## config.mk

```make
export PLATFORM = sky130hd
export DESIGN_NAME = io_port_ctrl_flat
export DESIGN_NICKNAME = d
export VERILOG_FILES = /design/src/rtl/io_port_ctrl_if.sv /design/src/rtl/io_port_ctrl.sv /design/src/flat_wrapper.sv
export SDC_FILE = /design/constraint.sdc
export NUM_CORES = 1
export LEC_CHECK = 0
export CAP_MARGIN = 30
export CORE_MARGIN = 2
export CORE_UTILIZATION = 40
export DETAILED_ROUTE_END_ITERATION = 6
export PLACE_DENSITY = 0.71
export SETUP_SLACK_MARGIN = 0.1
export SYNTH_ARGS = -nofsm -noshare
export SYNTH_HDL_FRONTEND = slang
export SYNTH_SLANG_ARGS = --single-unit
```

## constraint.sdc

```tcl
create_clock -name clk -period 3 [get_ports clk]
set_input_delay 0.75 -clock clk [delete_from_list [all_inputs] [get_ports clk]]
set_output_delay 0.75 -clock clk [all_outputs]
set_load 0.01 [all_outputs]
```

## src/rtl/io_port_ctrl_if.sv

```systemverilog
// io_port_ctrl_if: datapath I/O bus and device-side handshake signals of
// io_port_ctrl, bundled as one interface.
//   master modport: datapath/device side (drives strobes, address, store data,
//                   inta, device receive word and transmit ack)
//   slave  modport: io_port_ctrl side (drives read data, intr, dev_in_ready,
//                   transmit word and valid)
interface io_port_ctrl_if;
  logic        io_cs;
  logic        io_rd;
  logic        io_wr;
  logic [31:0] io_addr;
  logic [31:0] io_wdata;
  logic [31:0] io_rdata;
  logic        intr;
  logic        inta;
  logic [31:0] dev_in_data;
  logic        dev_in_valid;
  logic        dev_in_ready;
  logic [31:0] dev_out_data;
  logic        dev_out_valid;
  logic        dev_out_ack;

  modport master (
    output io_cs, io_rd, io_wr, io_addr, io_wdata, inta,
           dev_in_data, dev_in_valid, dev_out_ack,
    input  io_rdata, intr, dev_in_ready, dev_out_data, dev_out_valid
  );

  modport slave (
    input  io_cs, io_rd, io_wr, io_addr, io_wdata, inta,
           dev_in_data, dev_in_valid, dev_out_ack,
    output io_rdata, intr, dev_in_ready, dev_out_data, dev_out_valid
  );
endinterface

```

## src/rtl/io_port_ctrl.sv

```systemverilog
// io_port_ctrl: memory-mapped I/O port controller on the datapath I/O bus.
// Receive FIFO for device words, transmit holding register with valid/ack
// handshake, optional interrupt request.
// Ports:
//   clk    - rising-edge clock
//   reset  - asynchronous active-high reset
//   bus    - io_port_ctrl_if.slave: io_cs/io_rd/io_wr/io_addr/io_wdata/io_rdata,
//            intr/inta, dev_in_data/valid/ready, dev_out_data/valid/ack
// Register map (io_addr[3:2]): 0 DATA_IN, 1 DATA_OUT, 2 STATUS, 3 CONTROL.
// Build option: define IO_PORT_IRQ_EN to build the interrupt FSM; otherwise
// intr is tied 0, inta is ignored and the ie bit does not exist.
module io_port_ctrl #(
  parameter int unsigned FIFO_DEPTH = 4,
  parameter int unsigned CW         = $clog2(FIFO_DEPTH) + 1
) (
  input logic         clk,
  input logic         reset,
  io_port_ctrl_if.slave bus
);
  localparam int unsigned AW = $clog2(FIFO_DEPTH);

  typedef enum logic {OUT_IDLE, OUT_BUSY} out_state_t;

  logic [31:0]   mem_q [FIFO_DEPTH];
  logic [AW-1:0] rd_ptr_q, rd_ptr_d, wr_ptr_q, wr_ptr_d;
  logic [CW-1:0] count_q, count_d;
  logic [31:0]   rdata_q, rdata_d;
  logic [31:0]   out_data_q, out_data_d;
  logic          ovr_q, ovr_d;
  out_state_t    out_state_q, out_state_d;

  logic [1:0]  sel;
  logic        wr_en, rd_en, empty, full, push, pop, flush, wr_out, wr_ctrl;
  logic        ie, intr_w;
  logic [31:0] status;

  assign sel     = bus.io_addr[3:2];
  assign wr_en   = bus.io_cs & bus.io_wr;
  // A simultaneous read strobe is dropped so io_rdata holds during a write.
  assign rd_en   = bus.io_cs & bus.io_rd & ~bus.io_wr;
  assign empty   = (count_q == '0);
  assign full    = (count_q == CW'(FIFO_DEPTH));
  assign push    = bus.dev_in_valid & ~full;
  assign pop     = rd_en & (sel == 2'd0) & ~empty;
  assign wr_out  = wr_en & (sel == 2'd1);
  assign wr_ctrl = wr_en & (sel == 2'd3);
  assign flush   = wr_ctrl & bus.io_wdata[1];

`ifdef IO_PORT_IRQ_EN
  typedef enum logic [1:0] {IRQ_IDLE, IRQ_REQ, IRQ_ACKED} irq_state_t;
  irq_state_t irq_state_q, irq_state_d;
  logic       ie_q, ie_d;

  always_comb begin
    ie_d = ie_q;
    if (wr_ctrl) ie_d = bus.io_wdata[0];
  end

  always_comb begin
    irq_state_d = irq_state_q;
    case (irq_state_q)
      IRQ_IDLE:  if (ie_q && !empty) irq_state_d = IRQ_REQ;
      IRQ_REQ: begin
        if (empty || !ie_q)  irq_state_d = IRQ_IDLE;
        else if (bus.inta)   irq_state_d = IRQ_ACKED;
      end
      IRQ_ACKED: if (empty) irq_state_d = IRQ_IDLE;
      default:   irq_state_d = IRQ_IDLE;
    endcase
  end

  always_ff @(posedge clk or posedge reset) begin
    if (reset) begin
      irq_state_q <= IRQ_IDLE;
      ie_q        <= 1'b0;
    end else begin
      irq_state_q <= irq_state_d;
      ie_q        <= ie_d;
    end
  end

  assign ie     = ie_q;
  assign intr_w = (irq_state_q == IRQ_REQ);

  logic unused_bits;
  assign unused_bits = ^{bus.io_addr[31:4], bus.io_addr[1:0]};
`else
  assign ie     = 1'b0;
  assign intr_w = 1'b0;

  logic unused_bits;
  assign unused_bits = ^{bus.io_addr[31:4], bus.io_addr[1:0], bus.inta};
`endif

  always_comb begin
    status       = '0;
    status[0]    = empty;
    status[1]    = full;
    status[2]    = (out_state_q == OUT_BUSY);
    status[3]    = ovr_q;
    status[4]    = ie;
    status[5]    = intr_w;
    status[8 +: CW] = count_q;
  end

  // Receive FIFO pointers/count; flush overrides any same-cycle push/pop.
  always_comb begin
    rd_ptr_d = rd_ptr_q;
    wr_ptr_d = wr_ptr_q;
    count_d  = count_q;
    if (flush) begin
      rd_ptr_d = '0;
      wr_ptr_d = '0;
      count_d  = '0;
    end else begin
      if (push) wr_ptr_d = wr_ptr_q + AW'(1);
      if (pop)  rd_ptr_d = rd_ptr_q + AW'(1);
      if (push && !pop)      count_d = count_q + CW'(1);
      else if (!push && pop) count_d = count_q - CW'(1);
    end
  end

  always_comb begin
    rdata_d = rdata_q;
    if (rd_en) begin
      case (sel)
        2'd0:    rdata_d = empty ? '0 : mem_q[rd_ptr_q];
        2'd1:    rdata_d = out_data_q;
        2'd2:    rdata_d = status;
        default: rdata_d = {31'b0, ie};
      endcase
    end
  end

  // Transmit FSM; a write while busy only flags overflow, even if acked.
  always_comb begin
    out_state_d = out_state_q;
    out_data_d  = out_data_q;
    ovr_d       = ovr_q;
    if (wr_ctrl && bus.io_wdata[2]) ovr_d = 1'b0;
    case (out_state_q)
      OUT_IDLE: begin
        if (wr_out) begin
          out_data_d  = bus.io_wdata;
          out_state_d = OUT_BUSY;
        end
      end
      OUT_BUSY: begin
        if (wr_out)          ovr_d       = 1'b1;
        if (bus.dev_out_ack) out_state_d = OUT_IDLE;
      end
      default: out_state_d = OUT_IDLE;
    endcase
  end

  always_ff @(posedge clk) begin
    if (push) mem_q[wr_ptr_q] <= bus.dev_in_data;
  end

  always_ff @(posedge clk or posedge reset) begin
    if (reset) begin
      rd_ptr_q    <= '0;
      wr_ptr_q    <= '0;
      count_q     <= '0;
      rdata_q     <= '0;
      out_data_q  <= '0;
      ovr_q       <= 1'b0;
      out_state_q <= OUT_IDLE;
    end else begin
      rd_ptr_q    <= rd_ptr_d;
      wr_ptr_q    <= wr_ptr_d;
      count_q     <= count_d;
      rdata_q     <= rdata_d;
      out_data_q  <= out_data_d;
      ovr_q       <= ovr_d;
      out_state_q <= out_state_d;
    end
  end

  assign bus.io_rdata      = rdata_q;
  assign bus.intr          = intr_w;
  assign bus.dev_in_ready  = ~full;
  assign bus.dev_out_data  = out_data_q;
  assign bus.dev_out_valid = (out_state_q == OUT_BUSY);
endmodule

```

## src/flat_wrapper.sv

```systemverilog
// flat-port wrapper written by rule: the top's interface ports become plain ports
module io_port_ctrl_flat 
#(
  parameter int unsigned FIFO_DEPTH = 4,
  parameter int unsigned CW         = $clog2(FIFO_DEPTH) + 1
)
  (clk, reset, bus_io_cs, bus_io_rd, bus_io_wr, bus_io_addr, bus_io_wdata, bus_inta, bus_dev_in_data, bus_dev_in_valid, bus_dev_out_ack, bus_io_rdata, bus_intr, bus_dev_in_ready, bus_dev_out_data, bus_dev_out_valid);
  io_port_ctrl_if bus_i ();
  input logic clk;
  input logic reset;
  input wire logic [$bits(bus_i.io_cs)-1:0] bus_io_cs;
  input wire logic [$bits(bus_i.io_rd)-1:0] bus_io_rd;
  input wire logic [$bits(bus_i.io_wr)-1:0] bus_io_wr;
  input wire logic [$bits(bus_i.io_addr)-1:0] bus_io_addr;
  input wire logic [$bits(bus_i.io_wdata)-1:0] bus_io_wdata;
  input wire logic [$bits(bus_i.inta)-1:0] bus_inta;
  input wire logic [$bits(bus_i.dev_in_data)-1:0] bus_dev_in_data;
  input wire logic [$bits(bus_i.dev_in_valid)-1:0] bus_dev_in_valid;
  input wire logic [$bits(bus_i.dev_out_ack)-1:0] bus_dev_out_ack;
  output wire logic [$bits(bus_i.io_rdata)-1:0] bus_io_rdata;
  output wire logic [$bits(bus_i.intr)-1:0] bus_intr;
  output wire logic [$bits(bus_i.dev_in_ready)-1:0] bus_dev_in_ready;
  output wire logic [$bits(bus_i.dev_out_data)-1:0] bus_dev_out_data;
  output wire logic [$bits(bus_i.dev_out_valid)-1:0] bus_dev_out_valid;
  assign bus_i.io_cs = bus_io_cs;
  assign bus_i.io_rd = bus_io_rd;
  assign bus_i.io_wr = bus_io_wr;
  assign bus_i.io_addr = bus_io_addr;
  assign bus_i.io_wdata = bus_io_wdata;
  assign bus_i.inta = bus_inta;
  assign bus_i.dev_in_data = bus_dev_in_data;
  assign bus_i.dev_in_valid = bus_dev_in_valid;
  assign bus_i.dev_out_ack = bus_dev_out_ack;
  assign bus_io_rdata = bus_i.io_rdata;
  assign bus_intr = bus_i.intr;
  assign bus_dev_in_ready = bus_i.dev_in_ready;
  assign bus_dev_out_data = bus_i.dev_out_data;
  assign bus_dev_out_valid = bus_i.dev_out_valid;
  io_port_ctrl #(.FIFO_DEPTH(FIFO_DEPTH), .CW(CW)) u_core (.clk(clk), .reset(reset), .bus(bus_i));
endmodule
```

==> flow_summary.ini, run 1 <==
[status]
result_of_the_run = completed

[finish]
layoutNonFillerInstCount = 881
register_area_um2 = 5670
post_route_cells_drive_above_1_share_pct = 21.3
num-nets-final = 710
multi_input_area_um2 = 1990
area_growth_syn_to_layout_pct = 32.2
final_design_area_no_fill_um2 = 10300
nFillCells = 1553
antenna_cells = 0

[yosys]
async_flop_share_pct = 36.3
synth-warning-count = 0
synth_top_flop_cell = edfxtp_1
synthTopCellsByCount = edfxtp_1, dfrtp_1, o21ai_0, nand2_1, mux4_2
synthesis.nets = 554
number_of_synthesized_register_bits = 201
postSynthAreaPerCell_um2 = 17.6
synth-seq-area-share_pct = 72.6
synth_top_area_share_pct = 49.2
largest_area_contributor_in_the_synthesized_netlist = edfxtp_1
synth-edff-count = 128
syn-cell-area_um2 = 7810
yosys.cell_types.count = 34
most_repeated_cell_in_the_gate_level_netlist_after_synthesis = edfxtp_1
postSynthCellCount = 444
netlist_top_cells_area = edfxtp_1, dfrtp_1, mux4_2, mux2_2, a22oi_1

[die]
die_outline_width_um = 144
initial_core_util_pct = 40.4
core_region_area_um2 = 19300
chipHeight_um = 144
die-area_um2 = 20700
num_io_pins = 171
core.rowCount = 51

[global_route]
vias_in_the_first_global_route = 4794
antenna_found_initial = 1
track_usage_pct = 17.1
grt_max_degree = 55
grt_overflow_total = 0
first_pass_grt_wire_length_mm = 26.9

[timing]
min_period_over_period_pct = 93.2
worst_pin_slew_ns = 0.890
worst_hold_slack_ns = 0.479
slew_viol_final = 0
finalSetupViolations = 0
final.setup.tns_ns = 0
max_clock_freq_ghz = 0.357
slew_headroom_pct = 40.7
finalCriticalPeriod_ns = 2.80
setup_skew_ns = 0.0104
final-hold-violation-count = 0
grt_setup_unrepaired = no

[routing]
dr.first_iter.drc_count = 376
drt_first_pass_iters = 5
routed_wirelength_mm = 17.3
detailroute.via_count = 4555
detail-route-antenna-nets = 0
drc = 0
routed_wire_length_per_instance_um = 19.7
number_of_vias_per_cell = 5.17

[setup_path]
startpoint = bus_io_cs
worstSetupStartpointType = input pin
required_ns = 3.42
arrival_ns = 3.22
worstPathCellList = clkdlybuf4s50_1, nand3b_4, or4b_4, ha_1, fa_1, xnor2_1, or3_1, a21oi_1
r2r_start = u_core.count_q[1]
critical_path.max_stage_delay_ns = 0.52
crit_type = input pin to flip-flop
cp_slowest_cell = clkdlybuf4s50_1
path_max_fanout = 4
setup.worst_path.end_class = flip-flop

[cts]
tritoncts = yes
cts.sink_count = 201
buffers_inserted_by_post_cts_timing_repair = 0
htree_levels = 1
cts_inserted_buffers = 22
cts_hold_buf = 0
clock-root-buffer = clkbuf_16
clkLatencyLatePin_ns = 0.49
cts_resized = 0
ctsLongestPathBuffers = 3
cts.reportedPaths.clkPinSlew_ns = 0.06

[placed_design]
io_buffer_count = 138
gp_congestion = 0.730
detailed_place.area_um2 = 9600
dp_cells = 841
post-dp-hpwl_mm = 11.4

[pwr]
vdd_drop_max_v = 0.000406
cellPowerDensity_nw_per_um2 = 858
p_leak_nw = 3.76

[min_path]
hold_path_startpoint = u_core.bus.io_rdata[23]
worst_hold_path_type = flip-flop to flip-flop

[flow_run]
max_cap_viols = 0
==> area by class of cell <==
| class | count | share of cell area (%) |
|---|---|---|
| Sequential cell | 201 | 54.9 |
| Multi-Input combinational cell | 206 | 19.3 |
| Timing Repair Buffer | 160 | 15.2 |
| Clock inverter | 12 | 1.10 |
| Clock buffer | 28 | 5.95 |
| Tap cell | 265 | 3.21 |
| Inverter | 9 | 0.339 |
==> per-layer routing <==
metal  global-route usage [%]  vias to the layer above  part of all wire (%)
met5                        0                        -                 0.092
met4                     5.11                        2                   2.4
met3                     3.90                       29                   6.3
met2                     29.4                      159                    50
met1                     21.8                     2328                    41
li1                         -                     2037                     -
==> worst max-delay path, delay by kind of cell <==
family / cells / cell delay, ns
XOR/XNOR: 1 / 0.16
adder cells (fa/ha/maj): 2 / 0.69
buffers and inverters: 1 / 0.52
AO/OA/AOI/OAI: 1 / 0.16
AND/OR/NAND/NOR: 3 / 0.95
==> power by group <==
| group | switching (mW) | internal, mW |
|---|---|---|
| sequential | 0.352 | 3.60 |
| combinational | 1.02 | 1.22 |
| clock | 1.06 | 1.62 |
| total | 2.42 | 6.44 |
==> sequential cells by signal, indices dropped and copies added, names as in the netlist <==
register                  flops
u_core.bus.dev_out_data      32
u_core.count_q                3
u_core.bus.dev_out_valid      1
u_core.wr_ptr_q               2
u_core.mem_q                128
u_core.rd_ptr_q               2
u_core.ovr_q                  1
u_core.bus.io_rdata          32
==> per-stage QoR <==
| step | util [%] | worst slack (ns) | power [mW] |
|---|---|---|---|
| floorplan | - | 0.265 | 5.19 |
| global placement | 49.7 | -0.206 | 6.16 |
| detailed placement | 49.7 | -0.268 | 6.27 |
| CTS | 53.4 | 0.217 | 8.99 |
| global route | 53.4 | 0.108 | 9.30 |
| finish | 53.4 | 0.203 | 8.86 |
==> final timing paths <==
| kind | endpoint | slack [ns] | depth (start not counted) |
|---|---|---|---|
| min reg2reg | u_core.bus.io_rdata[23] | 0.48 | 2 |
| min in group asynchronous | u_core.count_q[2] | 0.57 | 2 |
| max in group asynchronous | u_core.bus.io_rdata[18] | 1.83 | 3 |
| min | u_core.bus.io_rdata[23] | 0.48 | 2 |
| max | u_core.count_q[2] | 0.20 | 8 |
| max reg2reg | u_core.count_q[2] | 0.44 | 7 |
==> cells by family after synthesis <==
logic type	count (synthesis)	synth area share, %
AOI/OAI and AO/OA	73	5.99
xor gates and xnor gates	4	0.448
adders and majority gates	6	1.06
buffers and inverters	37	2.24
DFF	201	72.6
muxes	65	14.0
other	1	0.0480
and+or+nand+nor	57	3.70
==> placed cells by master (no fill, tap or decap), types with 4 or more instances in the layout <==
| master | count |
|---|---|
| clkdlybuf4s50_1 | 138 |
| mux2_2 | 31 |
| buf_4 | 20 |
| ha_1 | 5 |
| dfrtp_1 | 71 |
| a222oi_1 | 7 |
| o21ai_0 | 35 |
| inv_1 | 8 |
| clkinv_2 | 5 |
| a21oi_1 | 4 |
| a22oi_1 | 25 |
| mux4_2 | 32 |
| edfxtp_1 | 128 |
| and2_2 | 4 |
| nor2_1 | 6 |
| clkbuf_16 | 23 |
| nand2_1 | 34 |
No activity file was read; power rests on OpenSTA's default activity.
==> inputs of run 2 (changes only) <==
GPL_ROUTABILITY_DRIVEN = 0   (was unset)
==> results of run 2 <==
Same layout as run 1: the final DEF is identical, and so are final timing and power.
